## config.mk

```make
export PLATFORM = sky130hd
export DESIGN_NAME = fifo_wr_arbiter
export DESIGN_NICKNAME = d
export VERILOG_FILES = /design/src/rtl/fifo_wr_arbiter.sv
export SDC_FILE = /design/constraint.sdc
export NUM_CORES = 1
export LEC_CHECK = 0
export ABC_AREA = 1
export BUFFER_PORTS_ARGS = -buffer_cell sky130_fd_sc_hd__buf_4
export CORE_UTILIZATION = 42
export CTS_BUF_LIST = sky130_fd_sc_hd__clkbuf_4
export DETAILED_ROUTE_END_ITERATION = 10
export SETUP_SLACK_MARGIN = 0.05
export SYNTH_ARGS = -nofsm -noshare
export SYNTH_HDL_FRONTEND = slang
export SYNTH_SLANG_ARGS = --single-unit
```

## constraint.sdc

```tcl
create_clock -name sys_clk -period 3.9 [get_ports sys_clk]
set_input_delay 0.78 -clock sys_clk [delete_from_list [all_inputs] [get_ports sys_clk]]
set_output_delay 0.78 -clock sys_clk [all_outputs]
set_load 0.02 [all_outputs]
```

## src/rtl/fifo_wr_arbiter.sv

```systemverilog
// Round-robin write-port arbiter for the UART FIFO: two valid/ready requesters,
// bounded bursts, flag throttling, saturating per-requester counts and a sticky overflow flag.
module fifo_wr_arbiter #(
   parameter int DATA_W    = 8,
   parameter int BURST_MAX = 16,
   parameter int CNT_W     = 16
) (
   input  logic              sys_clk,
   input  logic              sys_rst_n,
   input  logic              req0_valid,
   input  logic [DATA_W-1:0] req0_data,
   output logic              req0_ready,
   input  logic              req1_valid,
   input  logic [DATA_W-1:0] req1_data,
   output logic              req1_ready,
   input  logic              fifo_almost_full,
   input  logic              fifo_full,
   output logic              fifo_wr_en,
   output logic [DATA_W-1:0] fifo_wr_data,
   output logic [1:0]        grant,
   output logic [CNT_W-1:0]  wr_cnt0,
   output logic [CNT_W-1:0]  wr_cnt1,
   output logic              ovf,
   input  logic              ovf_clr
);

   localparam int BW = $clog2(BURST_MAX + 1);
   localparam logic [BW-1:0] BURST_LAST = BW'(BURST_MAX - 1);

   // State encoding doubles as the one-hot grant vector.
   typedef enum logic [1:0] {IDLE = 2'b00, G0 = 2'b01, G1 = 2'b10} state_t;

   state_t            state_q, state_d;
   logic              last_srv_q, last_srv_d;
   logic [BW-1:0]     burst_cnt_q, burst_cnt_d;
   logic              fifo_wr_en_q, fifo_wr_en_d;
   logic [DATA_W-1:0] fifo_wr_data_q, fifo_wr_data_d;
   logic [CNT_W-1:0]  wr_cnt0_q, wr_cnt0_d;
   logic [CNT_W-1:0]  wr_cnt1_q, wr_cnt1_d;
   logic              ovf_q, ovf_d;

   logic stall, acc0, acc1, acc, cur_valid, oth_valid, burst_done;

   function automatic logic [CNT_W-1:0] sat_inc(input logic [CNT_W-1:0] v);
      return (&v) ? v : v + CNT_W'(1);
   endfunction

   always_comb begin
      stall      = fifo_almost_full | fifo_full;
      req0_ready = (state_q == G0) & ~stall;
      req1_ready = (state_q == G1) & ~stall;
      acc0       = req0_valid & req0_ready;
      acc1       = req1_valid & req1_ready;
      acc        = acc0 | acc1;
      cur_valid  = (state_q == G1) ? req1_valid : req0_valid;
      oth_valid  = (state_q == G1) ? req0_valid : req1_valid;
      burst_done = acc & (burst_cnt_q == BURST_LAST);

      state_d     = state_q;
      last_srv_d  = last_srv_q;
      burst_cnt_d = burst_cnt_q;
      case (state_q)
         IDLE: begin
            burst_cnt_d = '0;
            if (req0_valid & req1_valid) begin
               state_d    = last_srv_q ? G0 : G1;
               last_srv_d = ~last_srv_q;
            end else if (req0_valid) begin
               state_d    = G0;
               last_srv_d = 1'b0;
            end else if (req1_valid) begin
               state_d    = G1;
               last_srv_d = 1'b1;
            end
         end
         G0, G1: begin
            // Release either hands over, re-enters the same grant, or idles.
            if (burst_done | ~cur_valid) begin
               burst_cnt_d = '0;
               if (oth_valid) begin
                  state_d    = (state_q == G0) ? G1 : G0;
                  last_srv_d = (state_q == G0);
               end else if (~cur_valid) begin
                  state_d = IDLE;
               end
            end else if (acc) begin
               burst_cnt_d = burst_cnt_q + 1'b1;
            end
         end
         default: state_d = IDLE;
      endcase

      fifo_wr_en_d   = acc;
      fifo_wr_data_d = acc1 ? req1_data : (acc0 ? req0_data : fifo_wr_data_q);

      if (ovf_clr) begin
         wr_cnt0_d = acc0 ? CNT_W'(1) : '0;
         wr_cnt1_d = acc1 ? CNT_W'(1) : '0;
      end else begin
         wr_cnt0_d = acc0 ? sat_inc(wr_cnt0_q) : wr_cnt0_q;
         wr_cnt1_d = acc1 ? sat_inc(wr_cnt1_q) : wr_cnt1_q;
      end

      ovf_d = (fifo_wr_en_q & fifo_full) | (ovf_q & ~ovf_clr);
   end

   always_ff @(posedge sys_clk or negedge sys_rst_n) begin
      if (!sys_rst_n) begin
         state_q        <= IDLE;
         last_srv_q     <= 1'b1;
         burst_cnt_q    <= '0;
         fifo_wr_en_q   <= 1'b0;
         fifo_wr_data_q <= '0;
         wr_cnt0_q      <= '0;
         wr_cnt1_q      <= '0;
         ovf_q          <= 1'b0;
      end else begin
         state_q        <= state_d;
         last_srv_q     <= last_srv_d;
         burst_cnt_q    <= burst_cnt_d;
         fifo_wr_en_q   <= fifo_wr_en_d;
         fifo_wr_data_q <= fifo_wr_data_d;
         wr_cnt0_q      <= wr_cnt0_d;
         wr_cnt1_q      <= wr_cnt1_d;
         ovf_q          <= ovf_d;
      end
   end

   assign grant        = state_q;
   assign fifo_wr_en   = fifo_wr_en_q;
   assign fifo_wr_data = fifo_wr_data_q;
   assign wr_cnt0      = wr_cnt0_q;
   assign wr_cnt1      = wr_cnt1_q;
   assign ovf          = ovf_q;

endmodule

```

==> results.json, run 1 <==
{
  "diodes": 0,
  "ant_nets": 0,
  "cts_tree": "done",
  "ios": 69,
  "syn_area_um2": 3230,
  "total_leakage_power_uw": 0.00190,
  "avgSynthCellArea_um2": 7.34,
  "cts_resized": 0,
  "die_height_um": 89.7,
  "die_x_um": 89.7,
  "rows": 31,
  "core_um2": 7330,
  "drc": 0,
  "num_vias": 3043,
  "multi_input_area_um2": 1770,
  "ir_drop_uv": 271,
  "io_buffers": 68,
  "hold_viol": 0,
  "synth_seq_cells": 50,
  "overflow": 0,
  "clk_pin_slew_ps": 150,
  "min_period_over_period_pct": 58.2,
  "cts.sinks": 50,
  "fmax_ghz": 0.440,
  "drt_iter0_drc": 138,
  "r2r-start": "grant[0]",
  "worst-path-buf-inv": 3,
  "cap_violations": 0,
  "worstReg2RegEnd": "wr_cnt1[8]",
  "finClkSkew_ps": 6.95,
  "setup_violations": 0,
  "worstSetupPathType": "flip-flop to output pin",
  "ys_types": 33,
  "yosysWarningCount": 0,
  "die_area_um2": 8040,
  "seq_area_um2": 1250,
  "reg2reg_depth": 6,
  "routed_wirelength_um": 7810,
  "dominantRegCellSynth": "dfrtp_1",
  "grt_pass1_wl_um": 13000,
  "critPathMostFrequentCell": "inv_1",
  "grt.total_usage_pct": 20.9,
  "dpl-instance-area_um2": 3810,
  "clock_latency_ps": 360,
  "cts_buffer_depth": 2,
  "cp_max_fo": 5,
  "post_cts_buffers": 0,
  "status": "finished clean",
  "grt_max_degree": 51,
  "worst_ep_required_time_ps": 3120,
  "period_needed_ps": 2270,
  "power_density_nw_per_um2": 378,
  "fillers": 736,
  "initial_core_util_pct": 44.1,
  "root_buffer": "clkbuf_4",
  "cpMaxStageDelayCell": "dfrtp_1",
  "vias_per_cell": 5.00,
  "synthCells": 440,
  "gp_congestion": 0.844,
  "rrSetupSlack_ps": 1730,
  "grt_antenna_before_repair": 0,
  "syn-num-nets": 471,
  "cts_hold_buf": 0,
  "startpoint_type": "flip-flop",
  "nets": 539,
  "final_cell_mix": "140 x nand2_1, 68 x buf_4, 49 x nor2_1, 49 x dfrtp_1, 35 x nand4_1",
  "tns_ps": 0,
  "async_flop_share_pct": 100,
  "cp-end-kind": "output pin",
  "drive_above_1_share_pct": 24.4,
  "critPathTopFamily": "flip-flops",
  "htree_levels": 2,
  "yosysSeqAreaShare_pct": 38.8,
  "cts_buffers": 5,
  "stdcell_area_um2": 3890,
  "drt_pre_antenna_iters": 4,
  "synth_edf_count": 0,
  "areaGrowthSynthToFinish_pct": 20.5,
  "grt_pass1_vias": 2734,
  "cpPeakStageDelay_ps": 460,
  "drv_slew": 0,
  "cp.arrival_ps": 1490,
  "wl_per_cell_um": 12.8,
  "rsz0062_at_grt": "no",
  "slew_headroom_pct": 47.6,
  "hp-class": "input port to asynchronous set/reset pin",
  "dpl.hpwl_um": 5700,
  "worst_slew_pin_slew_ps": 783,
  "whs_ps": 409,
  "cp_cell_sequence": "inv_1 -> ha_1 -> inv_1 -> nor2_1 -> buf_4",
  "p_total_uw": 1470,
  "final_common_cell": "nand2_1"
}
kinds of logic (layout without fill, tap and decap cells):
logic type                 after synthesis  after routing  synth area share (%)
AOI/OAI and AO/OA                       37             37                  7.01
xor gates and xnor gates                11             11                  2.98
DFF                                     50             50                  38.8
adders and majority gates                8              8                  3.10
and+or+nand+nor                        288            288                  41.8
buffers and inverters                   46            115                  6.35
how the worst max path moves through the flow:
stage	start	endpoint	slack, ps	cells past startpoint
6_report	grant[0]	req1_ready	1630	5
2_1_floorplan	fifo_almost_full	req0_ready	1840	3
5_1_grt	grant[0]	wr_cnt1[5]	1450	6
4_1_cts	grant[0]	req1_ready	1590	5
3_5_place_dp	fifo_almost_full	wr_cnt1[15]	1440	6
3_3_place_gp	fifo_almost_full	wr_cnt1[11]	1530	6
metrics by stage:
stage	cells	setup slack, ps	util [%]
after global routing	608	1450	53.1
after detailed placement	600	1440	52.0
after global placement	600	1530	52.0
after CTS	608	1590	53.1
after floorplan	440	1840	-
final	608	1630	53.1
layer usage:
layer,vias to the layer above,GRT usage (%),part of all wire (%)
met2,72,34.6,46
met5,-,0,0
met3,4,3.84,4.3
met1,1392,28.2,49
li1,1575,-,-
met4,0,4.76,0.65
flip-flops by register name (all words and copies together) (netlist names):
| name | flops |
|---|---|
| ovf | 1 |
| last_srv_q | 1 |
| wr_cnt0 | 16 |
| grant | 2 |
| fifo_wr_en | 1 |
| fifo_wr_data | 8 |
| burst_cnt_q | 5 |
| wr_cnt1 | 16 |
final cells by class:
type                       count  area share (%)
clock buffer                   7            1.35
clock inverter                 1           0.771
inverter                      39            3.89
multi-input combinational    344            45.5
sequential                    50            32.2
tap                           99            3.18
timing repair buffer          68            13.1
power breakdown:
group	internal [uW]	switching [uW]	total, uW	leakage [uW]
combinational	192	320	512	0.00117
clock	150	172	322	0.0000463
sequential	586	52.7	639	0.000680
synth_stat cells, types with 3 or more instances:
cell	count	area (um2)
o21ai_0	11	55.1
o21ai_1	15	75.1
inv_1	34	128
o21bai_1	5	37.5
ha_1	8	100
nor2_4	4	45.0
buf_2	3	15.0
nor2_1	49	184
nor2_2	5	31.3
dfrtp_1	49	1230
nand2_2	25	156
xor2_1	9	78.8
nand4_1	35	219
nand3_1	22	110
nand2_1	140	526
(Power assumes the default switching activity.)
==> run 2: changes to the inputs <==
Clock period 3.9 ns to 2.2 ns, I/O delays scaled along.
==> run 2 against run 1 <==
  * Final area is 0.45% lower
  * Final cell count stayed put
  * Flip-flop and latch count stayed put
  * Register-to-register slack lost 1500 ps
  * Utilization shrank 0.24 points
  * Critical path depth is 5 higher
  * Critical path type is now flip-flop to flip-flop
  * Highest routed layer unchanged
==> results.json, run 2 (same netlist as run 1, synthesis figures left out) <==
{
  "status": "finished clean",
  "final_cell_mix": "140 x nand2_1, 69 x buf_4, 49 x dfrtp_1",
  "worst_ep_required_time_ps": 2470,
  "num_vias": 3039,
  "pre_cts_ws_ps": 248,
  "worst_slew_pin_slew_ps": 652,
  "clk_pin_slew_ps": 150,
  "cp.arrival_ps": 2210,
  "drv_slew": 0,
  "ios": 69,
  "grt_pass1_vias": 2814,
  "fillers": 765,
  "root_buffer": "clkbuf_4",
  "cp-end-kind": "flip-flop",
  "period_needed_ps": 1940,
  "tns_ps": 0,
  "io_buffers": 68,
  "hp-class": "input port to asynchronous set/reset pin",
  "routed_wirelength_um": 7920,
  "htree_levels": 2,
  "slew_headroom_pct": 56.5,
  "finClkSkew_ps": 15.4,
  "hold_viol": 0,
  "overflow": 0,
  "rows": 31,
  "fin_cells": 608,
  "ir_drop_uv": 502,
  "worstSetupPathType": "flip-flop to flip-flop",
  "grt.total_usage_pct": 21.6,
  "grt_pass1_wl_um": 13300,
  "startpoint_type": "flip-flop",
  "nets": 540,
  "vias_per_cell": 5.00,
  "die_area_um2": 8040,
  "final_common_cell": "nand2_1",
  "cp_max_fo": 10,
  "setup_ws_ps": 260,
  "setup_violations": 0,
  "total_leakage_power_uw": 0.00188,
  "cts_buffers": 5,
  "grt_max_degree": 51,
  "wl_per_cell_um": 13.0,
  "initial_core_util_pct": 44.1,
  "ant_nets": 0,
  "cts_tree": "done",
  "drt_iter0_drc": 123,
  "post_cts_buffers": 0,
  "die_height_um": 89.7,
  "core_um2": 7330,
  "areaGrowthSynthToFinish_pct": 20.0,
  "grt_antenna_before_repair": 0,
  "drt_pre_antenna_iters": 4,
  "gp_congestion": 0.854,
  "clock_latency_ps": 380,
  "drc": 0,
  "placed_cells": 601,
  "rsz0062_at_grt": "no",
  "drive_above_1_share_pct": 24.8,
  "cap_violations": 0,
  "cts.sinks": 50,
  "power_density_nw_per_um2": 646,
  "min_period_over_period_pct": 88.2,
  "fmax_ghz": 0.516,
  "die_x_um": 89.7,
  "cts_buffer_depth": 2,
  "diodes": 0,
  "dpl.hpwl_um": 5800
}
run 2: stage by stage:
stage | cell area, um2 | total power, uW | hold WS (ps) | utilization (%)
finish | 3870 | 2500 | 60.2 | 52.9
floorplan | 3230 | 1740 | 144 | -
detailed placement | 3820 | 2070 | 453 | 52.1
global placement | 3820 | 2060 | 453 | 52.1
CTS | 3870 | 2520 | 92.3 | 52.8
global route | 3870 | 2670 | 115 | 52.9
run 2: final cells by class:
cell class	count	area (um2)	share of cell area (%)
Clock buffer	7	52.6	1.36
Inverter	39	151	3.91
Multi-Input combinational cell	344	1780	45.9
Sequential cell	50	1250	32.3
Tap cell	99	124	3.20
Timing Repair Buffer	69	518	13.4
run 2: metal layers:
metal / share of wire [%] / global-route usage [%]
met3: 4.5 / 4.48
met5: 0 / 0
met1: 49 / 29.7
met2: 45 / 34.6
met4: 1.2 / 5.19
run 2: final timing paths:
| path | endpoint | slack (ps) | cells past startpoint | start |
|---|---|---|---|---|
| setup / recovery | burst_cnt_q[4] | 260 | 10 | grant[0] |
| hold / removal | wr_cnt0[11] | 60 | 1 | sys_rst_n |
| setup reg to reg | burst_cnt_q[4] | 260 | 10 | grant[0] |
| hold reg to reg | last_srv_q | 480 | 2 | last_srv_q |
| max in group asynchronous | fifo_wr_data[5] | 1690 | 1 | sys_rst_n |
| min in group sys_clk | fifo_wr_data[3] | 270 | 3 | req1_data[3] |
run 2: where the power goes:
group	switching, uW	internal (uW)	leakage, uW
registers	90.0	1040	0.000680
logic	578	344	0.00117
clock network	307	146	0.0000322
run 2: worst max-delay path, cell delays in order, from the launching register on:
cell and delay, ps:
dfrtp_1 450, inv_1 100, ha_2 230, nand3_2 160, buf_4 220, nand2_2 170
inv_2 120, nand2_1 90, nand2_1 140, nand2_1 90, o21ai_1 70
run 2: timing repair:
| item | CTS | global route |
|---|---|---|
| resized for setup | 0 | 2 |
| endpoints found under the hold margin | 0 | 0 |
| endpoints found under the setup margin | 0 | 10 |
| hold buffers | 0 | 0 |
